File: src/rtl/cam_pkg.sv
`default_nettype none
// ============================================================================
// Module  : cam_pkg
// Purpose : Shared encodings for the camera frame classifier: result codes,
//           controller states and RGB565 field positions, plus the colour
//           dominance test used per pixel.
// Revision: 1.0 - initial release
// ============================================================================
package cam_pkg;

  // One-hot colour result codes
  localparam logic [2:0] RES_NONE  = 3'b000;
  localparam logic [2:0] RES_RED   = 3'b001;
  localparam logic [2:0] RES_GREEN = 3'b010;
  localparam logic [2:0] RES_BLUE  = 3'b100;

  // Controller states
  typedef enum logic [2:0] {
    ST_IDLE    = 3'd0,
    ST_WAIT_VS = 3'd1,
    ST_CAPTURE = 3'd2,
    ST_EVAL    = 3'd3,
    ST_REPORT  = 3'd4
  } state_t;

  // Field positions inside the 16-bit pixel word {byte0, byte1}
  localparam int unsigned PX_R_LSB = 11;  // R[4:0] at [15:11]
  localparam int unsigned PX_G_LSB = 5;   // G[5:0] at [10:5]
  localparam int unsigned PX_B_LSB = 0;   // B[4:0] at [4:0]

  // True when c beats both a and b by at least thresh. The sums are kept
  // wider than the operands so a large margin can never wrap around.
  function automatic logic dominates(input logic [4:0] c, input logic [4:0] a,
                                     input logic [4:0] b, input logic [5:0] thresh);
    logic [6:0] c_w;
    c_w = {2'b00, c};
    dominates = (c_w >= ({2'b00, a} + {1'b0, thresh})) &&
                (c_w >= ({2'b00, b} + {1'b0, thresh}));
  endfunction

endpackage
`default_nettype wire

File: src/rtl/cam_sync_edge.sv
`default_nettype none
// ============================================================================
// Module  : cam_sync_edge
// Purpose : Two-flop synchronisers for the camera timing and data lines, with
//           edge detection on the synchronised pclk, href and vsync.
// Revision: 1.0 - initial release
// ============================================================================
module cam_sync_edge (
  input  logic       clk,
  input  logic       rst_n_i,
  input  logic       pclk_i,
  input  logic       vsync_i,
  input  logic       href_i,
  input  logic [7:0] data_i,
  output logic       href_o,
  output logic [7:0] data_o,
  output logic       pclk_rise_o,
  output logic       href_fall_o,
  output logic       vsync_rise_o,
  output logic       vsync_fall_o
);

  // [0] metastable stage, [1] synchronised level, [2] previous synced level
  logic [2:0] pclk_q;
  logic [2:0] href_q;
  logic [2:0] vsync_q;
  logic [7:0] data_meta_q;
  logic [7:0] data_sync_q;

  // Shift the raw inputs through the synchroniser and history stages
  always_ff @(posedge clk or negedge rst_n_i) begin
    if (!rst_n_i) begin
      pclk_q      <= '0;
      href_q      <= '0;
      vsync_q     <= '0;
      data_meta_q <= '0;
      data_sync_q <= '0;
    end else begin
      pclk_q      <= {pclk_q[1:0], pclk_i};
      href_q      <= {href_q[1:0], href_i};
      vsync_q     <= {vsync_q[1:0], vsync_i};
      data_meta_q <= data_i;
      data_sync_q <= data_meta_q;
    end
  end

  // Data travels with pclk through the same depth, so a detected pclk rise
  // sees the byte that was stable while pclk was low.
  assign href_o       = href_q[1];
  assign data_o       = data_sync_q;
  assign pclk_rise_o  = pclk_q[1] & ~pclk_q[2];
  assign href_fall_o  = ~href_q[1] & href_q[2];
  assign vsync_rise_o = vsync_q[1] & ~vsync_q[2];
  assign vsync_fall_o = ~vsync_q[1] & vsync_q[2];

endmodule
`default_nettype wire

File: src/rtl/cam_frame_classifier.sv
`default_nettype none
// ============================================================================
// Module  : cam_frame_classifier
// Purpose : Captures RGB565 camera frames, counts red/green/blue dominant
//           pixels over N_FRAMES frames and reports the majority colour.
//           Define CAM_ROI_EN to restrict counting to the ROI_* window.
// Revision: 1.0 - initial release
// ============================================================================
module cam_frame_classifier
  import cam_pkg::*;
#(
  parameter int unsigned CAM_SCREEN_X = 160,
  parameter int unsigned CAM_SCREEN_Y = 120,
  parameter int unsigned N_FRAMES     = 1,
  parameter int unsigned COLOR_THRESH = 4,
  parameter int unsigned ROI_X0       = 0,
  parameter int unsigned ROI_X1       = 159,
  parameter int unsigned ROI_Y0       = 0,
  parameter int unsigned ROI_Y1       = 119
) (
  input  logic       clk,
  input  logic       rst,
  input  logic       CAM_pclk,
  input  logic       CAM_vsync,
  input  logic       CAM_href,
  input  logic [7:0] CAM_px_data,
  input  logic       init,
  output logic       busy,
  output logic       done,
  output logic       error,
  output logic [2:0] res
);

  localparam int unsigned CNT_W  = $clog2(N_FRAMES * CAM_SCREEN_X * CAM_SCREEN_Y + 1);
  localparam int unsigned COL_W  = $clog2(CAM_SCREEN_X + 1);
  localparam int unsigned LINE_W = $clog2(CAM_SCREEN_Y + 1);
  localparam int unsigned FRM_W  = 5;
  localparam logic [COL_W-1:0]  COL_FULL  = COL_W'(CAM_SCREEN_X);
  localparam logic [LINE_W-1:0] LINE_FULL = LINE_W'(CAM_SCREEN_Y);
  localparam logic [FRM_W-1:0]  FRM_LAST  = FRM_W'(N_FRAMES - 1);
  localparam logic [5:0]        THRESH    = 6'(COLOR_THRESH);

  state_t              state_q;
  logic [7:0]          byte0_q;
  logic                phase_q;      // 1 while waiting for the second byte
  logic [COL_W-1:0]    col_q;
  logic [LINE_W-1:0]   line_q;
  logic                shape_err_q;  // sticky bad line width / line count
  logic [FRM_W-1:0]    frame_q;
  logic [CNT_W-1:0]    red_q, green_q, blue_q, total_q;
  logic [2:0]          win_q, res_q;
  logic                done_q, error_q;

  logic                href_s, pclk_rise, href_fall, vsync_rise, vsync_fall;
  logic [7:0]          data_s;

  cam_sync_edge u_sync (
    .clk          (clk),
    .rst_n_i      (rst),
    .pclk_i       (CAM_pclk),
    .vsync_i      (CAM_vsync),
    .href_i       (CAM_href),
    .data_i       (CAM_px_data),
    .href_o       (href_s),
    .data_o       (data_s),
    .pclk_rise_o  (pclk_rise),
    .href_fall_o  (href_fall),
    .vsync_rise_o (vsync_rise),
    .vsync_fall_o (vsync_fall)
  );

  logic [15:0]       w_pixel;
  logic [4:0]        w_r, w_g, w_b;
  logic              w_byte, w_px_done, w_in_roi, w_count;
  logic              w_line_bad, w_shape_err, w_frame_bad;
  logic [LINE_W-1:0] w_lines;
  logic [CNT_W-1:0]  w_quarter;
  logic [2:0]        w_win;

  assign w_pixel   = {byte0_q, data_s};
  assign w_r       = w_pixel[PX_R_LSB +: 5];
  assign w_g       = w_pixel[PX_G_LSB + 1 +: 5];   // G compared as G[5:1]
  assign w_b       = w_pixel[PX_B_LSB +: 5];
  assign w_byte    = (state_q == ST_CAPTURE) && pclk_rise && href_s;
  assign w_px_done = w_byte && phase_q;

`ifdef CAM_ROI_EN
  assign w_in_roi = (32'(col_q) >= ROI_X0) && (32'(col_q) <= ROI_X1) &&
                    (32'(line_q) >= ROI_Y0) && (32'(line_q) <= ROI_Y1);
`else
  assign w_in_roi = 1'b1;
`endif

  assign w_count = w_px_done && w_in_roi;

  // Frame shape tracking; folding in this cycle's href fall keeps the check
  // correct even if vsync rises on the same clock as the last line ends.
  assign w_line_bad  = href_fall && (phase_q || (col_q != COL_FULL) || (line_q == LINE_FULL));
  assign w_shape_err = shape_err_q || w_line_bad || (w_px_done && (col_q == COL_FULL));
  assign w_lines     = (href_fall && (line_q != LINE_FULL)) ? line_q + LINE_W'(1) : line_q;
  assign w_frame_bad = w_shape_err || (w_lines != LINE_FULL);

  // Majority decision: strictly largest counter that also beats a quarter
  always_comb begin
    w_quarter = total_q >> 2;
    w_win     = RES_NONE;
    if (red_q > green_q && red_q > blue_q && red_q > w_quarter)
      w_win = RES_RED;
    else if (green_q > red_q && green_q > blue_q && green_q > w_quarter)
      w_win = RES_GREEN;
    else if (blue_q > red_q && blue_q > green_q && blue_q > w_quarter)
      w_win = RES_BLUE;
  end

  // Control FSM with pixel assembly, counting and registered outputs
  always_ff @(posedge clk or negedge rst) begin
    if (!rst) begin
      state_q     <= ST_IDLE;
      byte0_q     <= '0;
      phase_q     <= 1'b0;
      col_q       <= '0;
      line_q      <= '0;
      shape_err_q <= 1'b0;
      frame_q     <= '0;
      red_q       <= '0;
      green_q     <= '0;
      blue_q      <= '0;
      total_q     <= '0;
      win_q       <= RES_NONE;
      res_q       <= RES_NONE;
      done_q      <= 1'b0;
      error_q     <= 1'b0;
    end else begin
      done_q  <= 1'b0;
      error_q <= 1'b0;
      case (state_q)
        ST_IDLE: begin
          if (init) begin
            state_q <= ST_WAIT_VS;
            frame_q <= '0;
            red_q   <= '0;
            green_q <= '0;
            blue_q  <= '0;
            total_q <= '0;
          end
        end
        ST_WAIT_VS: begin
          if (vsync_fall) begin
            state_q     <= ST_CAPTURE;
            col_q       <= '0;
            line_q      <= '0;
            phase_q     <= 1'b0;
            shape_err_q <= 1'b0;
          end
        end
        ST_CAPTURE: begin
          if (w_byte) begin
            if (!phase_q) begin
              byte0_q <= data_s;
              phase_q <= 1'b1;
            end else begin
              phase_q <= 1'b0;
              if (col_q != COL_FULL) col_q <= col_q + COL_W'(1);
            end
          end
          if (w_count) begin
            total_q <= total_q + CNT_W'(1);
            if (dominates(w_r, w_g, w_b, THRESH))      red_q   <= red_q + CNT_W'(1);
            else if (dominates(w_g, w_r, w_b, THRESH)) green_q <= green_q + CNT_W'(1);
            else if (dominates(w_b, w_r, w_g, THRESH)) blue_q  <= blue_q + CNT_W'(1);
          end
          if (href_fall) begin
            col_q   <= '0;
            phase_q <= 1'b0;  // an odd trailing byte is dropped here
          end
          line_q      <= w_lines;
          shape_err_q <= w_shape_err;
          if (vsync_rise) begin
            if (w_frame_bad) begin
              error_q <= 1'b1;
              res_q   <= RES_NONE;
              state_q <= ST_IDLE;
            end else begin
              frame_q <= frame_q + FRM_W'(1);
              state_q <= (frame_q == FRM_LAST) ? ST_EVAL : ST_WAIT_VS;
            end
          end
        end
        ST_EVAL: begin
          win_q   <= w_win;
          state_q <= ST_REPORT;
        end
        ST_REPORT: begin
          res_q   <= win_q;
          done_q  <= 1'b1;
          state_q <= ST_IDLE;
        end
        default: state_q <= ST_IDLE;
      endcase
    end
  end

  assign busy  = (state_q != ST_IDLE);
  assign done  = done_q;
  assign error = error_q;
  assign res   = res_q;

endmodule
`default_nettype wire

File: config.mk
export PLATFORM = sky130hd
export DESIGN_NAME = cam_frame_classifier
export DESIGN_NICKNAME = d
export VERILOG_FILES = /design/src/rtl/cam_pkg.sv /design/src/rtl/cam_sync_edge.sv /design/src/rtl/cam_frame_classifier.sv
export SDC_FILE = /design/constraint.sdc
export NUM_CORES = 1
export LEC_CHECK = 0
export BUFFER_PORTS_ARGS = -buffer_cell sky130_fd_sc_hd__buf_2
export CAP_MARGIN = 10
export CELL_PAD_IN_SITES_DETAIL_PLACEMENT = 0
export CELL_PAD_IN_SITES_GLOBAL_PLACEMENT = 1
export CORE_MARGIN = 10
export CORE_UTILIZATION = 40
export CTS_CLUSTER_DIAMETER = 50
export CTS_CLUSTER_SIZE = 12
export DETAILED_ROUTE_END_ITERATION = 7
export GPL_ROUTABILITY_DRIVEN = 0
export PLACE_DENSITY = 0.76
export SETUP_SLACK_MARGIN = 0.15
export SYNTH_ARGS = -nofsm -noshare
export SYNTH_HDL_FRONTEND = slang
export SYNTH_SLANG_ARGS = --single-unit
File: constraint.sdc
create_clock -name clk -period 2.4 [get_ports clk]
set_input_delay 0.12 -clock clk [delete_from_list [all_inputs] [get_ports clk]]
set_output_delay 0.12 -clock clk [all_outputs]
set_load 0.03 [all_outputs]
==> out/results.txt, run 1 <==
Crit-path cells = buf_12, ha_4, o21ai_2, o221ai_2, o2111ai_2, a2111oi_4, buf_4, a21oi_4, buf_12, or4_1, a21oi_1
Synthesis-to-finish area growth = 34.27%
Final WL = 25,460 um
Crit Path Class = reg -> reg
Sw Ratio = 0.3347
Die Area = 27,270 um^2
CTS tree = yes
Synthesized area per cell = 9.081 um^2
Post-DP HPWL = 17,250 um
Worst setup startpoint = byte0_q[0]
Design area = 11,310 um^2
Crit path capture type = flip-flop
Hold Crit Depth = 5
IO Pins = 20
CORE AREA = 20,890 um^2
Simple-gate area share of the yosys netlist = 0.2045
Worst reg2reg path depth = 11
Number of global-route vias before repair = 7,915
Part of the cycle the worst path needs = 1.120
Pwr Total = 7.877 mW
Placed instance area = 9681 um^2
Pleak = 5.137 nW
Synth Area in Compound Gates = 0.1736
Die H = 165.1 um
Worst reg-to-reg setup slack = -0.29 ns
Worst r2r dst = green_q[3]
Failing checks = setup timing
CTS Root Cell = clkbuf_16
Reg-to-reg critical path startpoint = byte0_q[0]
Worst ir drop on vdd = 0.4232 mV
WP data arrival = 3.03 ns
Clock Sinks = 126
Largest family of logic cells by synthesized area = simple AND/OR/NAND/NOR gates
Sequential fraction of design power = 0.311
H-tree level count = 4
EDFF count, synth = 0
Yosys warnings = 0
Asr flop ratio synth = 1.000
Synth area leader = dfrtp_1
ANT cells = 0
Overflow after GRT = 0
Crit-path most repeated cell = buf_12
Min-delay src = init
Worst-path maximum fanout = 23
Least-Margin Pin Slew = 0.8531 ns
Synth area leaders = dfrtp_1 (37%), ha_1 (17%), a21oi_1 (4.0%)
Initial core utilization = 0.4034
Largest net degree at the start of global routing = 90
Crit path time final = 2.688 ns
First-pass iteration count of the detailed router = 5
Number of synthesized register bits = 126
Mux cell area share after synthesis = 0.01188
Final nets = 1,218
Share of the synthesized area in the top cell type = 0.3742
Clock buffer depth = 2
Library cells used by synthesis = 65
Final hold vios = 0
Global-route wire length before repair = 41,390 um
Worst-Skew Late Latency = 0.43 ns
Remaining DRCs = 0
Adder-Cell Fraction of Synth Area = 0.1687
Post-Synth XOR/XNOR Area = 0.02361
Die X = 165.1 um
Fmax = 0.3721 GHz
WP data required = 2.74 ns
Vias per inst = 5.581
Final setup margin = -0.2875 ns
Relative slew slack = 0.4313
Internal cell power = 5.240 mW
Total GRT Usage = 0.1899
Power density over the cells = 696.1 nW/um^2
Layout cells sized above 1 = 0.2688
Dominant synthesized flop cell = dfrtp_1
Hold WC Path Type = in -> reg
Endpoints failing setup = 45
RSZ-0062 raised after global routing = yes
Largest stage delay on the critical path = 0.44 ns
CP Launch Type = flip-flop
Post-DRT Antenna Nets = 0
Status = finished, violations left
Worst Setup EP = green_q[3]
Comb power frac = 0.329
Final Max Tran Viols = 0
Via count = 7,702
Net switching power = 2.636 mW
CTS Buf Count = 17
Synthesized net count = 1,054
Clock-pin slew on the worst setup and hold paths = 0.06 ns
Row cnt = 53
Sequential area share after synthesis = 0.3742
DR iter-0 viols = 610
Max-Cap Viols = 0
Clock share of power = 0.360
Synth Cell Area = 8427 um^2
Post-synthesis cell count = 928
Skew final = 0.01175 ns
Highest-delay cell along the critical path = dfrtp_2
Port bufs = 19
DR WL/cell = 18.45 um
Initial antenna violation count = 0
[through the flow]
stage                     instances  hold WS (ns)  TNS (ns)  worst slack [ns]  utilization
after floorplan                 928       -0.1756   -0.7495          -0.06186            -
after global placement         1302        0.2290    -7.586           -0.2748       0.4634
after detailed placement       1302        0.2295    -9.998           -0.3498       0.4634
after CTS                      1372        0.2567    -7.680           -0.2667       0.5248
after global routing           1380        0.3079    -14.18           -0.4196       0.5417
final                          1380        0.2674    -9.325           -0.2875       0.5417
[critical path, delay by kind of cell (launching register included)]
kind | cells | cell delay [ns]
AOI/OAI and AO/OA | 6 | 1.00
buffers and inverters | 3 | 0.49
DFF | 1 | 0.44
and+or+nand+nor | 1 | 0.39
adders and majority gates | 1 | 0.29
[synth_stat cells, types with 4 or more instances]
cell / instances
buf_1: 4
o21ai_0: 65
nand3_1: 41
a211oi_1: 4
or3_1: 9
dfrtp_1: 126
nand2b_1: 15
a211o_1: 5
a31oi_1: 7
nor4_1: 9
a2111oi_0: 4
ha_1: 112
nor2_1: 59
o211ai_1: 7
mux2_2: 5
nand4_1: 31
or4_1: 18
nor3_1: 18
a21o_1: 16
and2_1: 7
nor2b_1: 9
and3_1: 14
a21oi_1: 67
o21a_1: 4
a31o_2: 5
inv_1: 72
xnor2_1: 16
and4_1: 4
clkbuf_1: 15
nor3b_1: 6
nand2_1: 76
o31ai_1: 17
[kinds of logic (layout without fill, tap and decap cells)]
logic type	after synthesis	after routing
compound gates	233	234
xor+xnor	21	21
fa+ha+maj	114	114
buf+inv	96	272
flops	126	126
mux	9	9
simple gates	329	329
[flip-flops by register name, summed over array words and instances (netlist names), 3 cells and up]
name / flops
u_sync.vsync_q: 3
u_sync.data_o: 8
green_q: 15
state_q: 3
blue_q: 15
col_q: 8
byte0_q: 8
u_sync.pclk_q: 3
line_q: 7
win_q: 3
red_q: 15
u_sync.href_q: 3
u_sync.data_meta_q: 8
frame_q: 5
res: 3
total_q: 15
[cell type report]
cell class	instances	area (um^2)
fillers	1851	9574
multi-input cells	707	5500
flip-flops and latches	126	3161
repair buffers	167	1405
clock buffers	19	442.9
well taps	275	344.1
inverters	73	274.0
clock inverters	13	187.7
[worst min path at each step]
stage / to / slack (ns)
detailed placement: u_sync.data_meta_q[4] / 0.23
global placement: u_sync.data_meta_q[4] / 0.23
finish: green_q[4] / 0.27
floorplan: blue_q[0] / -0.18
global route: total_q[1] / 0.31
CTS: green_q[4] / 0.26
[placed cells by master, fill, tap and decap left out, types with 4 or more instances in the layout]
master,n
a21oi_2,10
clkbuf_16,17
o21a_1,4
a21o_1,15
nand4_1,31
mux2_2,4
nor2_1,56
nand2_1,75
and3_1,14
nor3b_2,4
nor2b_1,9
xnor2_1,15
dfrtp_1,120
ha_4,9
ha_1,102
buf_4,107
or4_4,6
a31oi_1,7
o21ai_0,51
inv_1,66
nor4_1,7
nand2b_1,14
or3_1,8
a21oi_1,55
or4_1,12
o21ai_1,10
o21ai_2,7
o31ai_1,13
inv_2,7
buf_6,23
nand3_1,40
o211ai_1,7
dlygate4sd3_1,12
nor3_2,4
buf_2,18
a211o_1,5
nor3_1,12
and2_1,7
bufinv_16,4
dfrtp_2,6
[routing by layer]
metal,part of all wire,global-route usage,vias up
met5,0,0,-
met4,0.017,0.05193,0
met3,0.041,0.03297,38
met2,0.50,0.3182,179
met1,0.45,0.2464,3748
li1,-,-,3737
[power groups by stage]
stage,Sequential [mW],Clock (mW),Combinational (mW)
2_1_floorplan,2.51,0,1.05
3_3_place_gp,2.47,0,1.82
3_5_place_dp,2.48,0,1.83
4_1_cts,2.44,2.87,2.33
5_1_grt,2.47,2.96,2.80
6_report,2.45,2.83,2.59
[what timing repair did]
action | 4_1_cts | 5_1_grt
hold endpoints to repair | 97 | 0
hold buffers | 12 | 0
pin swaps | 29 | 27
setup buffers | 23 | 8
resized for setup | 71 | 71
setup endpoints to repair | 56 | 72
gates cloned | 3 | 0
(Power assumes the default switching activity.)
==> run 2, diff against run 1 <==
--- a/config.mk
+++ b/config.mk
@@ -10,12 +10,13 @@
 export CELL_PAD_IN_SITES_DETAIL_PLACEMENT = 0
 export CELL_PAD_IN_SITES_GLOBAL_PLACEMENT = 1
 export CORE_MARGIN = 10
-export CORE_UTILIZATION = 40
+export CORE_UTILIZATION = 45
 export CTS_CLUSTER_DIAMETER = 50
 export CTS_CLUSTER_SIZE = 12
 export DETAILED_ROUTE_END_ITERATION = 7
 export GPL_ROUTABILITY_DRIVEN = 0
-export PLACE_DENSITY = 0.76
+export PLACE_DENSITY = 0.83
+export REMOVE_ABC_BUFFERS = 1
 export SETUP_SLACK_MARGIN = 0.15
 export SYNTH_ARGS = -nofsm -noshare
 export SYNTH_HDL_FRONTEND = slang
==> run 2 against run 1 <==
The run still ends with setup timing left; final cell count shrank 5.5%; sequential power is essentially flat; clock-buffer cell count is the same; utilization grew 6.1 points; critical path depth is the same; total power shrank 4.6%; non-clock buffer count shrank 29; flip-flop and latch count is the same; largest cell class unchanged.
==> out/results.txt, run 2 (synthesis results as in run 1) <==
Status = finished, violations left
Failing checks = setup timing
Least-Margin Pin Slew = 1.186 ns
CTS tree = yes
Global-route wire length before repair = 37,340 um
Part of the cycle the worst path needs = 1.171
Pleak = 4.948 nW
CTS Buf Count = 17
Port bufs = 19
Vias per inst = 5.758
IO Pins = 20
Crit-path cells = inv_2, ha_4, nand2b_4, a21o_1, a221oi_2, a2111o_1, nand4b_1, buf_6, buf_12, or4_1, a21oi_2
Area of the multi-input gates = 5495 um^2
Commonest non-fill, non-tap cells in the layout = dfrtp_1 (116), ha_1 (101), buf_4 (86)
Share of the core filled with cells = 0.6027
Post-DP HPWL = 16,160 um
Worst-Skew Late Latency = 0.43 ns
Final WL = 23,620 um
Post-DRT Antenna Nets = 0
Final setup margin = -0.4115 ns
Final hold vios = 0
Pwr Total = 7.514 mW
Row cnt = 49
Post-Place Worst Slack = -0.3686 ns
Reg area = 3166 um^2
Final nets = 1,189
CP Launch Type = flip-flop
Worst path buffer plus inverter count = 3
Commonest non-fill, non-tap cell in the layout = dfrtp_1
Layout cells sized above 1 = 0.2530
Remaining DRCs = 0
H-tree level count = 4
DR WL/cell = 18.12 um
CTS Root Cell = clkbuf_16
Crit path time final = 2.811 ns
Worst reg-to-reg setup slack = -0.41 ns
Comb power frac = 0.317
Worst ir drop on vdd = 0.4779 mV
Clock buffer depth = 2
Die H = 156.8 um
Worst reg2reg path depth = 11
Synthesis-to-finish area growth = 30.23%
Fmax = 0.3557 GHz
Largest net degree at the start of global routing = 52
Clock-pin slew on the worst setup and hold paths = 0.06 ns
Endpoints failing setup = 53
Net switching power = 2.511 mW
ANT cells = 0
Relative slew slack = 0.2095
Skew final = 0.01060 ns
Overflow after GRT = 0
Die X = 156.8 um
Placed instance area = 9346 um^2
Sw Ratio = 0.3342
Worst hold slack = 0.2120 ns
Initial core utilization = 0.4628
Clock Sinks = 126
WP data arrival = 3.16 ns
First-pass iteration count of the detailed router = 4
Largest stage delay on the critical path = 0.54 ns
RSZ-0062 raised after global routing = yes
Crit Path Class = reg -> reg
Hold WC Path Type = in -> async
Highest-delay cell along the critical path = or4_1
Clock share of power = 0.357
CORE AREA = 18,210 um^2
Design area = 10,970 um^2
Critical Path Stages = 11
Number of global-route vias before repair = 7,347
Total GRT Usage = 0.1889
Largest delay contributor family on the critical path = compound AO/OA/AOI/OAI gates
Final Max Tran Viols = 0
Via count = 7,508
Internal cell power = 5.003 mW
WP data required = 2.75 ns
Die Area = 24,600 um^2
Max-Cap Viols = 0
Sequential fraction of design power = 0.326
Layout fillers = 1,529
Power density over the cells = 684.6 nW/um^2
Crit path capture type = flip-flop
Worst-path maximum fanout = 8
DR iter-0 viols = 489
Initial antenna violation count = 0
==> run 2: final timing paths <==
| kind | from | to |
|---|---|---|
| max in group asynchronous | rst | done |
| worst max register to register | byte0_q[3] | blue_q[11] |
| min in group clk | init | green_q[11] |
| worst min-delay path | rst | u_sync.data_meta_q[6] |
| worst max-delay path | byte0_q[3] | blue_q[11] |
| worst min register to register | u_sync.data_meta_q[3] | u_sync.data_o[3] |
==> run 2: routing by layer <==
| metal | vias up | wire length [um] | global-route usage |
|---|---|---|---|
| li1 | 3687 | - | - |
| met5 | - | 0 | 0 |
| met4 | 0 | 461 | 0.06562 |
| met2 | 138 | 11390 | 0.3086 |
| met1 | 3644 | 10780 | 0.2399 |
| met3 | 39 | 991 | 0.04386 |
==> run 2: layout make-up <==
class | instances | area share
Timing Repair Buffer | 138 | 0.1048
Sequential cell | 126 | 0.2885
Tap cell | 229 | 0.02611
Inverter | 73 | 0.02497
Multi-Input combinational cell | 707 | 0.5007
Clock inverter | 12 | 0.01459
Clock buffer | 19 | 0.04036
==> run 2: power groups by stage <==
stage	logic, mW	registers (mW)	clock network (mW)
6_report	2.38	2.45	2.68
2_1_floorplan	0.929	2.50	0
5_1_grt	2.59	2.47	2.79
3_3_place_gp	1.75	2.45	0
3_5_place_dp	1.76	2.46	0
4_1_cts	2.09	2.44	2.71
==> run 2: repair_timing <==
item,CTS,global route
hold endpoints to repair,60,0
pin swaps,6,49
setup endpoints to repair,48,69
gates cloned,2,1
setup buffers,16,11
gates resized for setup,51,100
hold buffers,12,0
==> run 2: stage by stage <==
stage / instances / TNS (ns)
2_1_floorplan: 905 / -73.47
3_3_place_gp: 1231 / -8.089
3_5_place_dp: 1231 / -11.03
4_1_cts: 1292 / -8.671
5_1_grt: 1304 / -21.84
6_report: 1304 / -15.57
